**src/rtl/fpa_pkg.sv**
```systemverilog
// Shared definitions for the single-precision adder front end and pack stage.
// Field widths, special-result encodings and the IEEE-754 word unpacker.
package fpa_pkg;

    localparam int EXP_W   = 8;
    localparam int MAN_W   = 23;
    localparam int WORD_W  = 1 + EXP_W + MAN_W;
    localparam int SIG_W   = MAN_W + 1;
    localparam int ALIGN_W = MAN_W + 4;
    localparam int SHAMT_W = EXP_W;
    localparam int BIAS    = 127;

    localparam logic [EXP_W-1:0] EXP_MAX = '1;

    typedef enum logic [1:0] {
        SPC_NONE = 2'b00,
        SPC_NAN  = 2'b01,
        SPC_INF  = 2'b10
    } spc_e;

    typedef struct packed {
        logic             sign;
        logic [EXP_W-1:0] exp;
        logic [SIG_W-1:0] man;
        logic             is_nan;
        logic             is_inf;
    } operand_t;

    // Subnormals flush to zero: the hidden bit is only set for a nonzero exponent.
    function automatic operand_t unpack_word(input logic [WORD_W-1:0] w);
        operand_t         o;
        logic [EXP_W-1:0] e;
        logic [MAN_W-1:0] f;
        e        = w[WORD_W-2 -: EXP_W];
        f        = w[MAN_W-1:0];
        o.sign   = w[WORD_W-1];
        o.exp    = e;
        o.man    = (e == '0) ? '0 : {1'b1, f};
        o.is_inf = (e == EXP_MAX) && (f == '0);
        o.is_nan = (e == EXP_MAX) && (f != '0);
        return o;
    endfunction

endpackage

```
**src/rtl/fpa_align_shift.sv**
```systemverilog
// Right shift with sticky collection; saturates to a lone sticky bit once the
// shift amount reaches the operand width. Shared with the normaliser.
module fpa_align_shift
    import fpa_pkg::*;
#(
    parameter int W    = ALIGN_W,
    parameter int SH_W = SHAMT_W
) (
    input  logic [W-1:0]    val,
    input  logic [SH_W-1:0] amt,
    output logic [W-1:0]    res
);

    localparam logic [SH_W-1:0] SAT_AMT = SH_W'(W);

    logic [W-1:0] shifted;
    logic [W-1:0] lost_mask;

    always_comb begin
        shifted   = '0;
        lost_mask = '0;
        res       = '0;
        if (amt >= SAT_AMT) begin
            res = {{(W-1){1'b0}}, |val};
        end else begin
            shifted   = val >> amt;
            lost_mask = ~({W{1'b1}} << amt);
            res       = {shifted[W-1:1], shifted[0] | (|(val & lost_mask))};
        end
    end

endmodule

```
**src/rtl/fpa_operand_unpack.sv**
```systemverilog
// Adder front end: stage 1 unpacks and classifies both operands, stage 2
// orders them by magnitude, aligns the smaller mantissa and resolves specials.
module fpa_operand_unpack
    import fpa_pkg::*;
(
    input  logic                clk,
    input  logic                rst,
    input  logic                in_valid,
    output logic                in_ready,
    input  logic [WORD_W-1:0]   in_a,
    input  logic [WORD_W-1:0]   in_b,
    output logic                out_valid,
    input  logic                out_ready,
    output logic                out_sign_l,
    output logic                out_sign_s,
    output logic [EXP_W-1:0]    out_exp,
    output logic [SIG_W-1:0]    out_man_l,
    output logic [ALIGN_W-1:0]  out_man_s,
    output logic                out_eff_sub,
    output logic                out_swap,
    output logic [1:0]          out_special
);

    logic     v1_q, v1_d;
    logic     v2_q, v2_d;
    operand_t op_a_q, op_a_d;
    operand_t op_b_q, op_b_d;

    logic               sign_l_q, sign_l_d;
    logic               sign_s_q, sign_s_d;
    logic [EXP_W-1:0]   exp_q, exp_d;
    logic [SIG_W-1:0]   man_l_q, man_l_d;
    logic [ALIGN_W-1:0] man_s_q, man_s_d;
    logic               eff_sub_q, eff_sub_d;
    logic               swap_q, swap_d;
    spc_e               special_q, special_d;

    logic ld1;
    logic ld2;

    // A stage may refill in the same cycle that its successor drains.
    assign in_ready = !v1_q || !v2_q || out_ready;
    assign ld1      = in_valid && in_ready;
    assign ld2      = v1_q && (!v2_q || out_ready);

    always_comb begin
        v1_d   = v1_q;
        op_a_d = op_a_q;
        op_b_d = op_b_q;
        if (ld1) begin
            v1_d   = 1'b1;
            op_a_d = unpack_word(in_a);
            op_b_d = unpack_word(in_b);
        end else if (ld2) begin
            v1_d = 1'b0;
        end
    end

    logic               swap_c;
    operand_t           op_l;
    operand_t           op_s;
    logic [EXP_W-1:0]   diff_c;
    logic [ALIGN_W-1:0] man_s_c;
    logic               nan_c;
    logic               inf_c;
    spc_e               special_c;
    logic               sign_l_c;

    always_comb begin
        swap_c = {op_a_q.exp, op_a_q.man} < {op_b_q.exp, op_b_q.man};
        op_l   = swap_c ? op_b_q : op_a_q;
        op_s   = swap_c ? op_a_q : op_b_q;
        diff_c = op_l.exp - op_s.exp;
        nan_c  = op_a_q.is_nan || op_b_q.is_nan
              || (op_a_q.is_inf && op_b_q.is_inf && (op_a_q.sign != op_b_q.sign));
        inf_c  = op_a_q.is_inf || op_b_q.is_inf;
        if (nan_c) begin
            special_c = SPC_NAN;
            sign_l_c  = op_l.sign;
        end else if (inf_c) begin
            special_c = SPC_INF;
            sign_l_c  = op_a_q.is_inf ? op_a_q.sign : op_b_q.sign;
        end else begin
            special_c = SPC_NONE;
            sign_l_c  = op_l.sign;
        end
    end

    fpa_align_shift #(
        .W    (ALIGN_W),
        .SH_W (SHAMT_W)
    ) u_align (
        .val (({op_s.man, 3'b000})),
        .amt (diff_c),
        .res (man_s_c)
    );

    always_comb begin
        v2_d      = v2_q;
        sign_l_d  = sign_l_q;
        sign_s_d  = sign_s_q;
        exp_d     = exp_q;
        man_l_d   = man_l_q;
        man_s_d   = man_s_q;
        eff_sub_d = eff_sub_q;
        swap_d    = swap_q;
        special_d = special_q;
        if (ld2) begin
            v2_d      = 1'b1;
            sign_l_d  = sign_l_c;
            sign_s_d  = op_s.sign;
            exp_d     = op_l.exp;
            man_l_d   = op_l.man;
            man_s_d   = man_s_c;
            eff_sub_d = op_a_q.sign ^ op_b_q.sign;
            swap_d    = swap_c;
            special_d = special_c;
        end else if (out_ready) begin
            v2_d = 1'b0;
        end
    end

    always_ff @(posedge clk) begin
        if (!rst) begin
            v1_q      <= 1'b0;
            v2_q      <= 1'b0;
            op_a_q    <= '0;
            op_b_q    <= '0;
            sign_l_q  <= 1'b0;
            sign_s_q  <= 1'b0;
            exp_q     <= '0;
            man_l_q   <= '0;
            man_s_q   <= '0;
            eff_sub_q <= 1'b0;
            swap_q    <= 1'b0;
            special_q <= SPC_NONE;
        end else begin
            v1_q      <= v1_d;
            v2_q      <= v2_d;
            op_a_q    <= op_a_d;
            op_b_q    <= op_b_d;
            sign_l_q  <= sign_l_d;
            sign_s_q  <= sign_s_d;
            exp_q     <= exp_d;
            man_l_q   <= man_l_d;
            man_s_q   <= man_s_d;
            eff_sub_q <= eff_sub_d;
            swap_q    <= swap_d;
            special_q <= special_d;
        end
    end

    assign out_valid   = v2_q;
    assign out_sign_l  = sign_l_q;
    assign out_sign_s  = sign_s_q;
    assign out_exp     = exp_q;
    assign out_man_l   = man_l_q;
    assign out_man_s   = man_s_q;
    assign out_eff_sub = eff_sub_q;
    assign out_swap    = swap_q;
    assign out_special = special_q;

endmodule

```
**config.mk**
```make
export PLATFORM = sky130hd
export DESIGN_NAME = fpa_operand_unpack
export DESIGN_NICKNAME = d
export VERILOG_FILES = /design/src/rtl/fpa_pkg.sv /design/src/rtl/fpa_align_shift.sv /design/src/rtl/fpa_operand_unpack.sv
export SDC_FILE = /design/constraint.sdc
export NUM_CORES = 1
export LEC_CHECK = 0
export ABC_CLOCK_PERIOD_IN_PS = 15450
export CAP_MARGIN = 20
export CORE_ASPECT_RATIO = 0.7
export CORE_MARGIN = 5
export CORE_UTILIZATION = 40
export DETAILED_ROUTE_END_ITERATION = 10
export PLACE_DENSITY = 0.75
export SLEW_MARGIN = 5
export SYNTH_ARGS = -nofsm -noshare
export SYNTH_HDL_FRONTEND = slang
export SYNTH_SLANG_ARGS = --single-unit
export TNS_END_PERCENT = 30
```
**constraint.sdc**
```tcl
create_clock -name clk -period 15.45 [get_ports clk]
set_clock_uncertainty 0.15 [all_clocks]
set_input_delay 3.09 -clock clk [delete_from_list [all_inputs] [get_ports clk]]
set_output_delay 3.09 -clock clk [all_outputs]
set_load 0.01 [all_outputs]
```
## Word-level counts from Yosys, hierarchy flattened

Index checks and enable logic that the tools add are counted.

- Register bits after elaboration: 137
- Output and inout bits: 67
- Word-level logic and storage cells: 72

- $add $sub $neg: 1
- Order comparisons: 2
- Equal/unequal tests: 3
- Shifts and indexed selects: 2
- Multiplexer cells: 14
- Bitwise operators: 4
- Reductions and logical operators: 26

Operators by type and width:

| kind | count |
|---|---|
| $mux 35 | 2 |
| $mux 24 | 2 |
| $logic_not 23->1 | 2 |
| $reduce_bool 23->1 | 2 |
| $lt 32x32->1 | 1 |
| $and 27x27->27 | 1 |
| $mux 27 | 1 |
| $not 27->27 | 1 |
| $reduce_or 27->1 | 1 |
| $shl 27x8->27 const A | 1 |
| $shr 27x8->27 | 1 |
| $reduce_or 24->1 | 1 |
| $eq 8x8->1 const B | 2 |
| $logic_not 8->1 | 2 |
| $ge 8x5->1 const B | 1 |
| $logic_and 1x1->1 | 8 |
| $sub 8x8->8 | 1 |
| $mux 1 | 7 |
| $logic_or 1x1->1 | 6 |
| $mux 2 | 2 |
| $reduce_bool 2->1 | 2 |
| $logic_not 1->1 | 2 |
| $ne 1x1->1 | 1 |
| $or 1x1->1 | 1 |
| $xor 1x1->1 | 1 |

## Depth between registers and ports, before layout

- Word-level depth: 9
- Gate-level depth with buffers: 28
- Depth with buffers taken out: 19

## Hierarchy

Synthesis repeated with hierarchy kept, for this count alone.

- Cell total of the unflattened synthesis: 1085
- Area, all modules: 8876.0 um2

Modules (own cells, without submodules):

| module | times used | cells an instance | area an instance (um2) | seq. area each (um2) |
|---|---|---|---|---|
| fpa_operand_unpack | 1 | 803 | 6800.3 | 2742.6 |
| fpa_align_shift | 1 | 282 | 2075.7 | 0.0 |

## Least setup slack after synthesis

Ideal clock, no wire load.

- Path type: input to output
- From: input port out_ready
- To: output port in_ready
- Data arrival time: 3.442 ns
- Required time: 12.210 ns
- Slack: 8.768 ns
- Cell stages on the path: 2
- Buffers on the path: 0
- Path through: nor2b_1 -> nand2_1

- Word-level cells in the longest chain between the ends: 1

RTL lines:

| element | line | RTL |
|---|---|---|
| from (decl) | fpa_operand_unpack.sv:13 | `input logic out_ready,` |
| $logic_or 1x1->1 | fpa_operand_unpack.sv:42 | `assign in_ready = !v1_q \|\| !v2_q \|\| out_ready;` |
| to (decl) | fpa_operand_unpack.sv:9 | `output logic in_ready,` |

Every way passes these cells.

## Final worst setup path

Ends and elaborated chain as after synthesis.

==> results_dict.tcl <==
set metrics [dict create \
    r2r_start "op_b_q[26]$_SDFFE_PN0P_" \
    cap_violations 0 \
    p_leak_nw 4.03 \
    r2r-end "out_man_s[0]$_SDFFE_PN0P_" \
    rows 44 \
    whs_ns 0.288 \
    syn_nets 1146 \
    min-delay-start "out_man_s[7]$_SDFFE_PN0P_" \
    fin_setup_tns_ns 0 \
    postCtsHoldBufs 0 \
    synth-seq-area-share 0.328 \
    die_area_um2 23900 \
    grt_pass1_wl_mm 43.6 \
    die_x_um 183 \
    grt_max_degree 112 \
    gr-total-overflow 0 \
    synth-seq-cells 137 \
    fmax_ghz 0.128 \
    drc_errors 0 \
    slew_headroom 0.322 \
    cts_tree "built" \
    synth_compound_area_frac 0.226 \
    cp_common_cell "clkdlybuf4s50_1" \
    grtUsageTotal 0.227 \
    vias 8555 \
    rsz0062_at_grt "false" \
    synthCells 1046 \
    worstRegToRegCells 16 \
    wl_per_cell_um 19.2 \
    areaGrowthSynthToFinish_pct 25.4 \
    dp_hpwl_mm 19.5 \
    cts_buffer_depth 2 \
    crit_path_end_kind "primary output" \
    gp_congestion 0.949 \
    drive_gt1_frac 0.0618 \
    ir_drop_uv 73.8 \
    min_to "out_man_s[7]$_SDFFE_PN0P_" \
    cts.htree.levels 4 \
    status "completed" \
    fin_crit_ns 7.79 \
    portBuffers 134 \
    hold_violations 0 \
    drtIter0Drc 933 \
    hp-class "flop to flop" \
    ant_nets 0 \
    postRouteWirelength_mm 27.3 \
    fin_ws_ns 7.66 \
    nFillCells 1910 \
    cpLargestDelayFamily "buffers and inverters" \
    critPathMaxStageDelay_ns 0.55 \
    critPathArrivalTime_ns 4.55 \
    cts.sinks 137 \
    clk_latency_ns 0.43 \
    ys_warn_count 0 \
    synth_top_family_by_area "compound AO/OA/AOI/OAI gates" \
    setup_viol 0 \
    cts_root_buffer "clkbuf_16" \
    avgSynthCellArea_um2 7.99 \
    syn_area_um2 8360 \
    fin_crit_sh 0.504 \
    powerDensity_nw_per_um2 118 \
    path_cells "clkdlybuf4s50_1 -> nor2b_1 -> nand2_1 -> clkdlybuf4s50_1" \
    diodes 0 \
    nets 1236 \
    preCtsSetupSlack_ns 7.66 \
    slew_viol_final 0 \
    core_um2 20600 \
    synthSimpleGateAreaFrac 0.209 \
    antenna_found_initial 0 \
    cts.clk_slew.worst_paths_ns 0.06 \
    die_y_um 131 \
    critical_path_class "input pin to primary output" \
    cts_setup_buffers 0 \
    synth_cell_type_count 72 \
    cp_max_fo 5 \
    synthFlopType "dfxtp_1" \
    async_flop_share 0 \
    synthMuxAreaShare 0.123 \
    dr.pass1.iters 6 \
    regToRegSetupSlack_ns 9.54 \
    start_kind "input pin" \
    first_global_vias 8168 \
    worstPathRequired_ns 12.21 \
    cts_buffers 17 \
    synth_fa_ha_area_frac 0.0479 \
    crit_buf_inv 2 \
    finalPower_mw 1.24 \
    synth_edf_count 0 \
    ios 135 \
    post_drt_via_cell_ratio 6.00 \
    tightestPinTransition_ns 1.02 \
    hold_depth 2 \
    post_cts_resized 0 \
    crit_slowest_cell "clkdlybuf4s50_1" \
    synth_xor_xnor_area_share 0.0106 \
    start_util 0.405 \
]
[worst max-delay path by stage]
stage                   start  endpoint  slack, ns  depth (start not counted)
floorplan           out_ready  in_ready       8.77                          2
global placement    out_ready  in_ready       7.66                          4
detailed placement  out_ready  in_ready       7.66                          4
CTS                 out_ready  in_ready       7.66                          4
global route        out_ready  in_ready       7.60                          4
finish              out_ready  in_ready       7.66                          4
[metrics by stage]
stage / cell area (um2) / utilization / cells
2_1_floorplan: 8360 / - / 1046
3_3_place_gp: 9820 / 0.475 / 1389
3_5_place_dp: 9830 / 0.476 / 1390
4_1_cts: 10400 / 0.505 / 1422
5_1_grt: 10500 / 0.508 / 1425
6_report: 10500 / 0.508 / 1425
[layer usage]
layer,track usage,vias to the layer above,routed length (um)
met2,0.355,442,12000
li1,-,4003,-
met5,0,-,0
met1,0.308,4059,12100
met3,0.0559,51,2510
met4,0.0763,0,686
[registers in the layout, indices dropped and copies added (netlist names)]
signal	flops
out_swap	1
out_sign_s	1
out_man_s	27
out_exp	8
out_man_l	24
op_b_q	35
out_eff_sub	1
out_valid	1
out_sign_l	1
out_special	2
v1_q	1
op_a_q	35
[layout make-up]
cell class                      instances  area (um2)  area share
Clock inverter                         13         158      0.0150
Inverter                               38         144      0.0137
Multi-Input combinational cell        795        5170       0.494
Sequential cell                       137        2740       0.262
Clock buffer                           19         443      0.0423
Timing Repair Buffer                  147        1470       0.141
Tap cell                              276         345      0.0329
[worst min-delay path, stage by stage, from the launching register on]
cell and delay [ns]:
dfxtp_1 0.31, nand2_1 0.05, nand2_1 0.04
[layout by cell type, fill, tap and decap left out, types with 14 or more instances in the layout]
cell type	count
clkbuf_16	17
a22oi_1	57
nor4_1	20
ha_1	32
nor3_1	17
o21ai_0	39
nand2_1	153
dfxtp_1	137
clkdlybuf4s50_1	134
inv_1	36
mux2i_1	80
a311oi_1	35
nor2_1	128
a21oi_1	59
nor2b_1	14
[where the power goes]
part / internal, mW / switching [mW]
combinational: 0.169 / 0.254
clock: 0.247 / 0.173
sequential: 0.372 / 0.0221
[cell families (layout without fill, tap and decap cells)]
logic type	after synthesis	after routing
AO/OA/AOI/OAI	271	271
XOR/XNOR	8	8
adder cells (fa/ha/maj)	32	32
buffers and inverters	114	217
flip-flops	137	137
multiplexers	92	92
AND/OR/NAND/NOR	392	392
[Yosys cell counts, types with 5 or more instances]
| master | count | area share |
|---|---|---|
| a22oi_1 | 57 | 0.051 |
| nand2_1 | 154 | 0.069 |
| a31oi_1 | 7 | 0.0052 |
| nor2b_1 | 15 | 0.011 |
| dfxtp_1 | 137 | 0.33 |
| buf_2 | 14 | 0.0084 |
| ha_1 | 32 | 0.048 |
| nand4_1 | 12 | 0.0090 |
| nand2b_1 | 7 | 0.0052 |
| nand3_1 | 13 | 0.0078 |
| inv_1 | 37 | 0.017 |
| a32oi_1 | 5 | 0.0052 |
| a211oi_1 | 8 | 0.0072 |
| mux2i_1 | 80 | 0.096 |
| nor4_1 | 20 | 0.015 |
| nor2_1 | 128 | 0.058 |
| clkbuf_1 | 49 | 0.022 |
| o311ai_0 | 5 | 0.0052 |
| buf_1 | 8 | 0.0036 |
| a311oi_1 | 35 | 0.037 |
| and2_1 | 5 | 0.0037 |
| a21oi_1 | 61 | 0.037 |
| mux4_2 | 7 | 0.019 |
| o21ai_0 | 39 | 0.023 |
| a22o_1 | 9 | 0.0094 |
| o22ai_1 | 6 | 0.0045 |
| nor3_1 | 17 | 0.010 |
No activity file was read; power rests on OpenSTA's default activity.
